**src/rtl/time_counter_if.sv**
```systemverilog
// rtl/time_counter_if.sv - signal bundle between the seconds divider/load source and the time counter
//
// Purpose: groups the secclk input, run/load controls, load data and the
//          BCD time and pulse outputs of time_counter.
// Signals:
//   secclk                    divider square wave (async to clk)
//   run_en                    1 = count seconds, 0 = drop ticks
//   load, ld_h, ld_m, ld_s    single-cycle load request and BCD load values
//   hours, minutes, seconds   BCD time
//   sec_pulse, min_pulse,
//   hour_pulse, day_pulse     one-cycle carry pulses
//   load_err                  one-cycle pulse on a rejected load
// Modports: master drives controls/load data; slave is the counter.
interface time_counter_if;
  logic       secclk;
  logic       run_en;
  logic       load;
  logic [7:0] ld_h;
  logic [7:0] ld_m;
  logic [7:0] ld_s;
  logic [7:0] hours;
  logic [7:0] minutes;
  logic [7:0] seconds;
  logic       sec_pulse;
  logic       min_pulse;
  logic       hour_pulse;
  logic       day_pulse;
  logic       load_err;

  modport master (
    output secclk, run_en, load, ld_h, ld_m, ld_s,
    input  hours, minutes, seconds,
    input  sec_pulse, min_pulse, hour_pulse, day_pulse, load_err
  );

  modport slave (
    input  secclk, run_en, load, ld_h, ld_m, ld_s,
    output hours, minutes, seconds,
    output sec_pulse, min_pulse, hour_pulse, day_pulse, load_err
  );
endinterface

```
**src/rtl/time_counter.sv**
```systemverilog
// rtl/time_counter.sv - BCD hh:mm:ss timekeeping core driven by secclk rising edges
//
// Purpose: synchronises secclk into clk, detects rising edges, advances a BCD
//          23:59:59 counter with same-cycle carry ripple, accepts validated
//          time loads and emits registered one-cycle carry pulses.
// Ports:
//   clk    system clock, all state on its rising edge
//   reset  synchronous active-high reset
//   bus    time_counter_if.slave (secclk, run_en, load data, time and pulses)
module time_counter #(
  parameter int SYNC_STAGES = 2
) (
  input  logic           clk,
  input  logic           reset,
  time_counter_if.slave  bus
);

  logic [SYNC_STAGES-1:0] sync_q;
  logic                   edge_q;
  logic                   tick;

  logic [7:0] hours_q;
  logic [7:0] minutes_q;
  logic [7:0] seconds_q;
  logic       sec_pulse_q;
  logic       min_pulse_q;
  logic       hour_pulse_q;
  logic       day_pulse_q;
  logic       load_err_q;

  logic       sec_wrap;
  logic       min_wrap;
  logic       hour_wrap;
  logic [7:0] sec_next;
  logic [7:0] min_next;
  logic [7:0] hour_next;
  logic       load_valid;

  function automatic logic [7:0] bcd_inc(input logic [7:0] v);
    if (v[3:0] == 4'd9)
      return {v[7:4] + 4'd1, 4'd0};
    else
      return {v[7:4], v[3:0] + 4'd1};
  endfunction

  function automatic logic digits_ok(input logic [7:0] v);
    return (v[7:4] <= 4'd9) && (v[3:0] <= 4'd9);
  endfunction

  // sync_q[last] is s2, edge_q is s3; only rising edges give a tick.
  assign tick = sync_q[SYNC_STAGES-1] & ~edge_q & bus.run_en;

  // Carries ripple combinationally so 23:59:59 -> 00:00:00 in one edge.
  always_comb begin
    sec_wrap  = (seconds_q == 8'h59);
    min_wrap  = sec_wrap && (minutes_q == 8'h59);
    hour_wrap = min_wrap && (hours_q == 8'h23);
    sec_next  = sec_wrap ? 8'h00 : bcd_inc(seconds_q);
    min_next  = minutes_q;
    if (sec_wrap)
      min_next = (minutes_q == 8'h59) ? 8'h00 : bcd_inc(minutes_q);
    hour_next = hours_q;
    if (min_wrap)
      hour_next = (hours_q == 8'h23) ? 8'h00 : bcd_inc(hours_q);
  end

  assign load_valid = digits_ok(bus.ld_h) && digits_ok(bus.ld_m) && digits_ok(bus.ld_s) &&
                      (bus.ld_h <= 8'h23) && (bus.ld_m <= 8'h59) && (bus.ld_s <= 8'h59);

  always_ff @(posedge clk) begin
    if (reset) begin
      // Chain preset high so a secclk held high through reset is not a tick.
      sync_q       <= '1;
      edge_q       <= 1'b1;
      hours_q      <= 8'h00;
      minutes_q    <= 8'h00;
      seconds_q    <= 8'h00;
      sec_pulse_q  <= 1'b0;
      min_pulse_q  <= 1'b0;
      hour_pulse_q <= 1'b0;
      day_pulse_q  <= 1'b0;
      load_err_q   <= 1'b0;
    end else begin
      // The chain keeps shifting even when run_en is low, so no stale tick on re-enable.
      sync_q       <= {sync_q[SYNC_STAGES-2:0], bus.secclk};
      edge_q       <= sync_q[SYNC_STAGES-1];
      sec_pulse_q  <= 1'b0;
      min_pulse_q  <= 1'b0;
      hour_pulse_q <= 1'b0;
      day_pulse_q  <= 1'b0;
      load_err_q   <= 1'b0;
      if (bus.load && load_valid) begin
        // A valid load discards a coincident tick.
        hours_q   <= bus.ld_h;
        minutes_q <= bus.ld_m;
        seconds_q <= bus.ld_s;
      end else begin
        if (bus.load)
          load_err_q <= 1'b1;
        if (tick) begin
          seconds_q    <= sec_next;
          minutes_q    <= min_next;
          hours_q      <= hour_next;
          sec_pulse_q  <= 1'b1;
          min_pulse_q  <= sec_wrap;
          hour_pulse_q <= min_wrap;
          day_pulse_q  <= hour_wrap;
        end
      end
    end
  end

  assign bus.hours      = hours_q;
  assign bus.minutes    = minutes_q;
  assign bus.seconds    = seconds_q;
  assign bus.sec_pulse  = sec_pulse_q;
  assign bus.min_pulse  = min_pulse_q;
  assign bus.hour_pulse = hour_pulse_q;
  assign bus.day_pulse  = day_pulse_q;
  assign bus.load_err   = load_err_q;

endmodule

```
**src/flat_wrapper.sv**
```systemverilog
// flat-port wrapper written by rule: the top's interface ports become plain ports
module time_counter_flat 
#(
  parameter int SYNC_STAGES = 2
)
  (clk, reset, bus_secclk, bus_run_en, bus_load, bus_ld_h, bus_ld_m, bus_ld_s, bus_hours, bus_minutes, bus_seconds, bus_sec_pulse, bus_min_pulse, bus_hour_pulse, bus_day_pulse, bus_load_err);
  time_counter_if bus_i ();
  input  logic clk;
  input  logic reset;
  input wire logic [$bits(bus_i.secclk)-1:0] bus_secclk;
  input wire logic [$bits(bus_i.run_en)-1:0] bus_run_en;
  input wire logic [$bits(bus_i.load)-1:0] bus_load;
  input wire logic [$bits(bus_i.ld_h)-1:0] bus_ld_h;
  input wire logic [$bits(bus_i.ld_m)-1:0] bus_ld_m;
  input wire logic [$bits(bus_i.ld_s)-1:0] bus_ld_s;
  output wire logic [$bits(bus_i.hours)-1:0] bus_hours;
  output wire logic [$bits(bus_i.minutes)-1:0] bus_minutes;
  output wire logic [$bits(bus_i.seconds)-1:0] bus_seconds;
  output wire logic [$bits(bus_i.sec_pulse)-1:0] bus_sec_pulse;
  output wire logic [$bits(bus_i.min_pulse)-1:0] bus_min_pulse;
  output wire logic [$bits(bus_i.hour_pulse)-1:0] bus_hour_pulse;
  output wire logic [$bits(bus_i.day_pulse)-1:0] bus_day_pulse;
  output wire logic [$bits(bus_i.load_err)-1:0] bus_load_err;
  assign bus_i.secclk = bus_secclk;
  assign bus_i.run_en = bus_run_en;
  assign bus_i.load = bus_load;
  assign bus_i.ld_h = bus_ld_h;
  assign bus_i.ld_m = bus_ld_m;
  assign bus_i.ld_s = bus_ld_s;
  assign bus_hours = bus_i.hours;
  assign bus_minutes = bus_i.minutes;
  assign bus_seconds = bus_i.seconds;
  assign bus_sec_pulse = bus_i.sec_pulse;
  assign bus_min_pulse = bus_i.min_pulse;
  assign bus_hour_pulse = bus_i.hour_pulse;
  assign bus_day_pulse = bus_i.day_pulse;
  assign bus_load_err = bus_i.load_err;
  time_counter #(.SYNC_STAGES(SYNC_STAGES)) u_core (.clk(clk), .reset(reset), .bus(bus_i));
endmodule
```
**config.mk**
```make
export PLATFORM = sky130hd
export DESIGN_NAME = time_counter_flat
export DESIGN_NICKNAME = d
export VERILOG_FILES = /design/src/rtl/time_counter_if.sv /design/src/rtl/time_counter.sv /design/src/flat_wrapper.sv
export SDC_FILE = /design/constraint.sdc
export NUM_CORES = 1
export LEC_CHECK = 0
export CAP_MARGIN = 20
export CORE_MARGIN = 2
export CORE_UTILIZATION = 40
export CTS_CLUSTER_DIAMETER = 150
export DETAILED_ROUTE_END_ITERATION = 16
export PLACE_DENSITY = 0.71
export SKIP_LAST_GASP = 1
export SLEW_MARGIN = 20
export SYNTH_ARGS = -nofsm -noshare
export SYNTH_HDL_FRONTEND = slang
export SYNTH_SLANG_ARGS = --single-unit
```
**constraint.sdc**
```tcl
create_clock -name clk -period 2.9 [get_ports clk]
set_clock_uncertainty 0.1 [all_clocks]
set_input_delay 0.58 -clock clk [delete_from_list [all_inputs] [get_ports clk]]
set_output_delay 0.58 -clock clk [all_outputs]
set_load 0.03 [all_outputs]
```
==> results of run 1 <==
-- cell type report --
type / count / area, µm²
clock buffers: 7 / 96.3
repair buffers: 61 / 601
fillers: 398 / 1820
multi-input cells: 163 / 1040
inverters: 8 / 30.0
well taps: 52 / 65.1
flip-flops and latches: 32 / 641
-- synthesized netlist by cell type, types with 2 or more instances --
cell and n:
nand3_1 9, a211oi_1 13, nor2b_1 3, nor2_1 29
and2_1 2, nand2b_1 3, inv_1 8, dfxtp_1 32
mux2i_1 2, or2_2 3, clkbuf_1 5, a311oi_1 6
nand3b_1 4, ha_1 10, and3_1 3, a21oi_1 12
nor4_1 4, buf_2 3, nor3_1 9, or3_1 3
and3b_1 3, nand2_1 12, nand4b_1 2, nand4_1 2
or4_1 2, o21ai_0 13
-- power groups by stage --
stage               clock [µW]  sequential (µW)  combinational, µW
finish                     373              446               71.2
global route               398              446               76.7
CTS                        378              446               71.8
detailed placement           0              456               71.5
global placement             0              456               71.2
floorplan                    0              459               15.8
-- worst paths after layout --
| kind | startpoint | to | slack (ns) | cells past startpoint |
|---|---|---|---|---|
| worst min-delay path | u_core.sync_q[0] | u_core.sync_q[1] | 0.31 | 1 |
| worst min register to register | u_core.sync_q[0] | u_core.sync_q[1] | 0.31 | 1 |
| worst max-delay path | bus_run_en | u_core.bus.hours[0] | 0.54 | 6 |
| worst max register to register | u_core.bus.seconds[4] | u_core.bus.hours[0] | 0.78 | 6 |
-- per-stage QoR --
| stage | setup slack [ns] | hold slack, ns | cells | util | area, µm² |
|---|---|---|---|---|---|
| after floorplan | 0.825 | 0.289 | 213 | - | 1760 |
| after global placement | 0.292 | 0.292 | 316 | 0.553 | 2380 |
| after detailed placement | 0.242 | 0.300 | 316 | 0.553 | 2380 |
| after CTS | 0.533 | 0.314 | 323 | 0.576 | 2470 |
| after global routing | 0.332 | 0.316 | 323 | 0.576 | 2470 |
| final | 0.536 | 0.311 | 323 | 0.576 | 2470 |
-- layer usage --
layer / wire length [µm] / track usage / vias up
met5: 0 / 0 / -
met4: 56 / 0.0705 / 0
met3: 165 / 0.0404 / 5
met2: 2100 / 0.301 / 37
met1: 2200 / 0.262 / 806
li1: - / - / 887
-- worst reg2reg max path, cell delays in order (launching register included) --
cell and delay, ns:
dfxtp_1 0.43, ha_1 0.17, and3b_1 0.29, nand3_1 0.35, nor4_1 0.38, a21oi_1 0.07
a211oi_1 0.24
-- sequential cells by signal, indices dropped and copies added (netlist names) --
| register | count |
|---|---|
| u_core.bus.hour_pulse | 1 |
| u_core.bus.load_err | 1 |
| u_core.bus.day_pulse | 1 |
| u_core.bus.seconds | 8 |
| u_core.bus.min_pulse | 1 |
| u_core.edge_q | 1 |
| u_core.sync_q | 2 |
| u_core.bus.minutes | 8 |
| u_core.bus.hours | 8 |
| u_core.bus.sec_pulse | 1 |
-- kinds of logic after synthesis --
family / count (synthesis) / synth area share
xor gates and xnor gates: 2 / 0.00997
AOI/OAI and AO/OA: 49 / 0.184
muxes: 2 / 0.0114
DFF: 32 / 0.365
adders and majority gates: 10 / 0.0712
and+or+nand+nor: 100 / 0.315
buffers and inverters: 18 / 0.0434
-- layout by cell type, fill, tap and decap left out, drive strengths merged, types with 3 or more instances in the layout --
master,netlist,layout
and3,4,4
clkdlybuf4s50,0,57
nor3,10,10
o21ai,13,13
ha,10,10
nor2b,3,3
buf,4,4
nand3b,4,4
and2,3,3
a211oi,13,13
nand2,13,13
inv,8,8
nand3,9,9
clkbuf,6,7
nor2,29,29
and3b,3,3
a21oi,12,12
nor4,4,4
nand2b,3,3
a311oi,6,6
or3,3,3
or2,3,3
dfxtp,32,32
==> results.sh, run 1 <==
export IMPL_drv_cap=0
export IMPL_ctsRootBufferMaster="clkbuf_8"
export IMPL_cts_tree="done"
export IMPL_numCtsBuffers=5
export IMPL_grt_max_degree=21
export IMPL_fp_dieW_um=70.3
export IMPL_p_switching_uw=191
export IMPL_routedWlPerCell_um=14.0
export IMPL_drtIter0Drc=78
export IMPL_die_area_um2=4940
export IMPL_cellPowerDensity_nw_per_um2=360
export IMPL_syn_nets=252
export IMPL_first_pass_iters=4
export IMPL_min_path_type="flop to flop"
export IMPL_syn_area_um2=1760
export IMPL_htreeDepth=2
export IMPL_critPathArrivalTime_ns=2.46
export IMPL_p_int_uw=698
export IMPL_ios=58
export IMPL_min_period_ns=2.36
export IMPL_antenna_cells=0
export IMPL_power_uw=890
export IMPL_synthToLayoutAreaGrowth_pct=40.7
export IMPL_combPwrFrac=0.080
export IMPL_clkPwrFrac=0.419
export IMPL_synth_area_leaders="dfxtp_1 36%, ha_1 7.1%, nor2_1 6.2%, a211oi_1 5.6%, o21ai_0 3.7%"
export IMPL_setup_worst_path_end_class="flop"
export IMPL_post_route_period_util=0.815
export IMPL_synth_avg_cell_area_um2=8.25
export IMPL_initial_utilization=0.409
export IMPL_hold_viol_final=0
export IMPL_synthCells=213
export IMPL_critPathKind="input pin to flop"
export IMPL_status="completed"
export IMPL_drc=0
export IMPL_layout_drive_gt1_share=0.0738
export IMPL_crit_chain="clkdlybuf4s50_1 > and4b_1 > nand3_1 > nor4_1 > a21oi_1 > a211oi_1"
export IMPL_p_sw_frac=0.215
export IMPL_synth_edf_count=0
export IMPL_grt_pass1_wl_um=7600
export IMPL_yosysWarnings=0
export IMPL_num_vias=1735
export IMPL_crit_fanout=10
export IMPL_grt_overflow_total=0
export IMPL_grt_setup_unrepaired="no"
export IMPL_clockBufferDepth=2
export IMPL_required_ns=3.00
export IMPL_max_slew_worst_pin_slew_ns=0.453
export IMPL_drt_total_wl_um=4520
export IMPL_maxSlewViolCount=0
export IMPL_globalRouteTotalUtil=0.193
export IMPL_fin_tns_setup_ns=0
export IMPL_grt_pass1_vias=1670
export IMPL_start_kind="input pin"
export IMPL_postCtsSetupRepairBufs=0
export IMPL_core_area_um2=4290
export IMPL_relSlewSlack=0.697
export IMPL_async_flop_share=0
export IMPL_gp_congestion=0.818
export IMPL_cts_resized=0
export IMPL_final_nets=310
export IMPL_synth_top_area_frac=0.365
export IMPL_slowest_delay_ns=0.50
export IMPL_cellLeakagePower_uw=0.000875
export IMPL_insertion_delay_ns=0.29
export IMPL_finalSetupViolations=0
export IMPL_cpLargestDelayFamily="simple AND/OR/NAND/NOR gates"
export IMPL_vias_per_cell=5.37
export IMPL_synth_seq_cells=32
export IMPL_cts_sinks=32
export IMPL_hpwl_um=3370
export IMPL_synth_seq_area_share=0.365
export IMPL_p_seq_frac=0.501
export IMPL_slowest_stage="clkdlybuf4s50_1"
export IMPL_rows=24
export IMPL_clk_pin_slew_ns=0.06
export IMPL_synth_top_flop_cell="dfxtp_1"
export IMPL_antenna_found_initial=0
export IMPL_hold_buffers=0
export IMPL_fp_dieH_um=70.3
export IMPL_yosysTopAreaCell="dfxtp_1"
export IMPL_ant_nets=0
export IMPL_fmax_mhz=423
export IMPL_crit_buf_inv=1
export IMPL_port_buffer_count=57
export IMPL_ir_worst_vdd_uv=247
export IMPL_synth_distinct_cells=42
No activity file was read; power rests on OpenSTA's default activity.
==> inputs of run 2 (changes only) <==
==> constraint.sdc (replaced) <==
create_clock -name clk -period 2.4 [get_ports clk]
set_clock_uncertainty 0.1 [all_clocks]
set_input_delay 0.48 -clock clk [delete_from_list [all_inputs] [get_ports clk]]
set_output_delay 0.48 -clock clk [all_outputs]
set_load 0.03 [all_outputs]
==> run 2 against run 1 <==
  * Design area up 4.3%
  * Global-route usage up 0.54 points
  * Register-to-register slack worse by 0.40 ns
  * Critical path depth decreased by 5
  * Clock power is 21% higher
  * Sequential cell count stayed put
==> results.sh, run 2 (synthesis results as in run 1) <==
export IMPL_cts_resized=0
export IMPL_stdcell_area_um2=2580
export IMPL_min_period_ns=2.10
export IMPL_drtIter0Drc=98
export IMPL_hold_buffers=0
export IMPL_initial_utilization=0.409
export IMPL_ctsRootBufferMaster="clkbuf_8"
export IMPL_status="completed"
export IMPL_insertion_delay_ns=0.28
export IMPL_synthToLayoutAreaGrowth_pct=46.7
export IMPL_multiInputGateArea_um2=1040
export IMPL_ir_worst_vdd_uv=221
export IMPL_htreeDepth=2
export IMPL_drt_total_wl_um=4670
export IMPL_postCtsSetupRepairBufs=0
export IMPL_cts_sinks=32
export IMPL_routedWlPerCell_um=13.9
export IMPL_post_route_period_util=0.876
export IMPL_crit_buf_inv=1
export IMPL_numCtsBuffers=5
export IMPL_grt_pass1_vias=1691
export IMPL_dpl_cell_count=330
export IMPL_finalNonFillerCells=337
export IMPL_grt_setup_unrepaired="no"
export IMPL_fmax_mhz=476
export IMPL_cellPowerDensity_nw_per_um2=421
export IMPL_relSlewSlack=0.747
export IMPL_grt_pass1_wl_um=7780
export IMPL_layout_drive_gt1_share=0.119
export IMPL_required_ns=1.82
export IMPL_slowest_stage="clkdlybuf4s50_1"
export IMPL_hold_viol_final=0
export IMPL_globalRouteTotalUtil=0.198
export IMPL_fin_tns_setup_ns=0
export IMPL_clockBufferDepth=2
export IMPL_critPathArrivalTime_ns=1.52
export IMPL_num_vias=1800
export IMPL_dpl_cell_area_um2=2480
export IMPL_hpwl_um=3500
export IMPL_finalSetupViolations=0
export IMPL_grt_max_degree=32
export IMPL_r2r_slack_ns=0.38
export IMPL_max_slew_worst_pin_slew_ns=0.378
export IMPL_ant_nets=0
export IMPL_die_area_um2=4940
export IMPL_setup_worst_path_end_class="output port"
export IMPL_clk_pin_slew_ns=0.07
export IMPL_seqCellArea_um2=641
export IMPL_vias_per_cell=5.34
export IMPL_maxSlewViolCount=0
export IMPL_first_pass_iters=4
export IMPL_final_common_cell="clkdlybuf4s50_1"
export IMPL_drv_cap=0
export IMPL_holdWs_ns=0.311
export IMPL_rows=24
export IMPL_power_uw=1080
export IMPL_port_buffer_count=57
export IMPL_grt_overflow_total=0
export IMPL_final_nets=324
export IMPL_fp_dieH_um=70.3
export IMPL_antenna_cells=0
export IMPL_crit_fanout=8
export IMPL_fp_dieW_um=70.3
export IMPL_drc=0
export IMPL_most_common_layout_cells="57 x clkdlybuf4s50_1, 32 x dfxtp_1, 29 x nor2_1"
export IMPL_crit_chain="clkdlybuf4s50_1"
export IMPL_antenna_found_initial=0
export IMPL_slowest_delay_ns=0.73
export IMPL_gp_congestion=0.884
export IMPL_cpLargestDelayFamily="buffers and inverters"
export IMPL_cts_tree="done"
export IMPL_cellLeakagePower_uw=0.000942
export IMPL_core_area_um2=4290
export IMPL_ios=58
export IMPL_nFillCells=394
export IMPL_critPathKind="flop to output port"
export IMPL_min_path_type="flop to flop"
export IMPL_start_kind="flop"
==> run 2: final cells by class <==
cell class                 count  area share
inverter                       8      0.0117
tap                           52      0.0252
timing repair buffer          75       0.274
clock buffer                   7      0.0374
multi-input combinational    163       0.403
sequential                    32       0.249
==> run 2: where the power goes <==
part	switching [µW]	leakage [µW]	internal, µW
sequential	3.26	0.000259	536
combinational	35.2	0.000633	59.2
clock	196	0.0000503	255
total	234	0.000942	850
==> run 2: stage by stage <==
| stage | worst slack [ns] | util |
|---|---|---|
| final | 0.298 | 0.600 |
| after detailed placement | 0.0541 | 0.578 |
| after global placement | 0.0804 | 0.578 |
| after global routing | 0.0475 | 0.600 |
| after CTS | 0.294 | 0.600 |
| after floorplan | 0.325 | - |
==> run 2: routing by layer <==
layer  up-vias  track usage  part of all wire
li1        916            -                 -
met1       831        0.252              0.46
met2        44        0.321              0.47
met3         9       0.0491             0.057
met4         0       0.0812             0.019
met5         -            0                 0
==> run 2: worst paths after layout <==
kind                          from             endpoint  cells past startpoint
min               u_core.sync_q[0]     u_core.sync_q[1]                      1
max reg2reg  u_core.bus.seconds[4]  u_core.bus.hours[1]                      6
min reg2reg       u_core.sync_q[0]     u_core.sync_q[1]                      1
max          u_core.bus.seconds[1]       bus_seconds[1]                      1
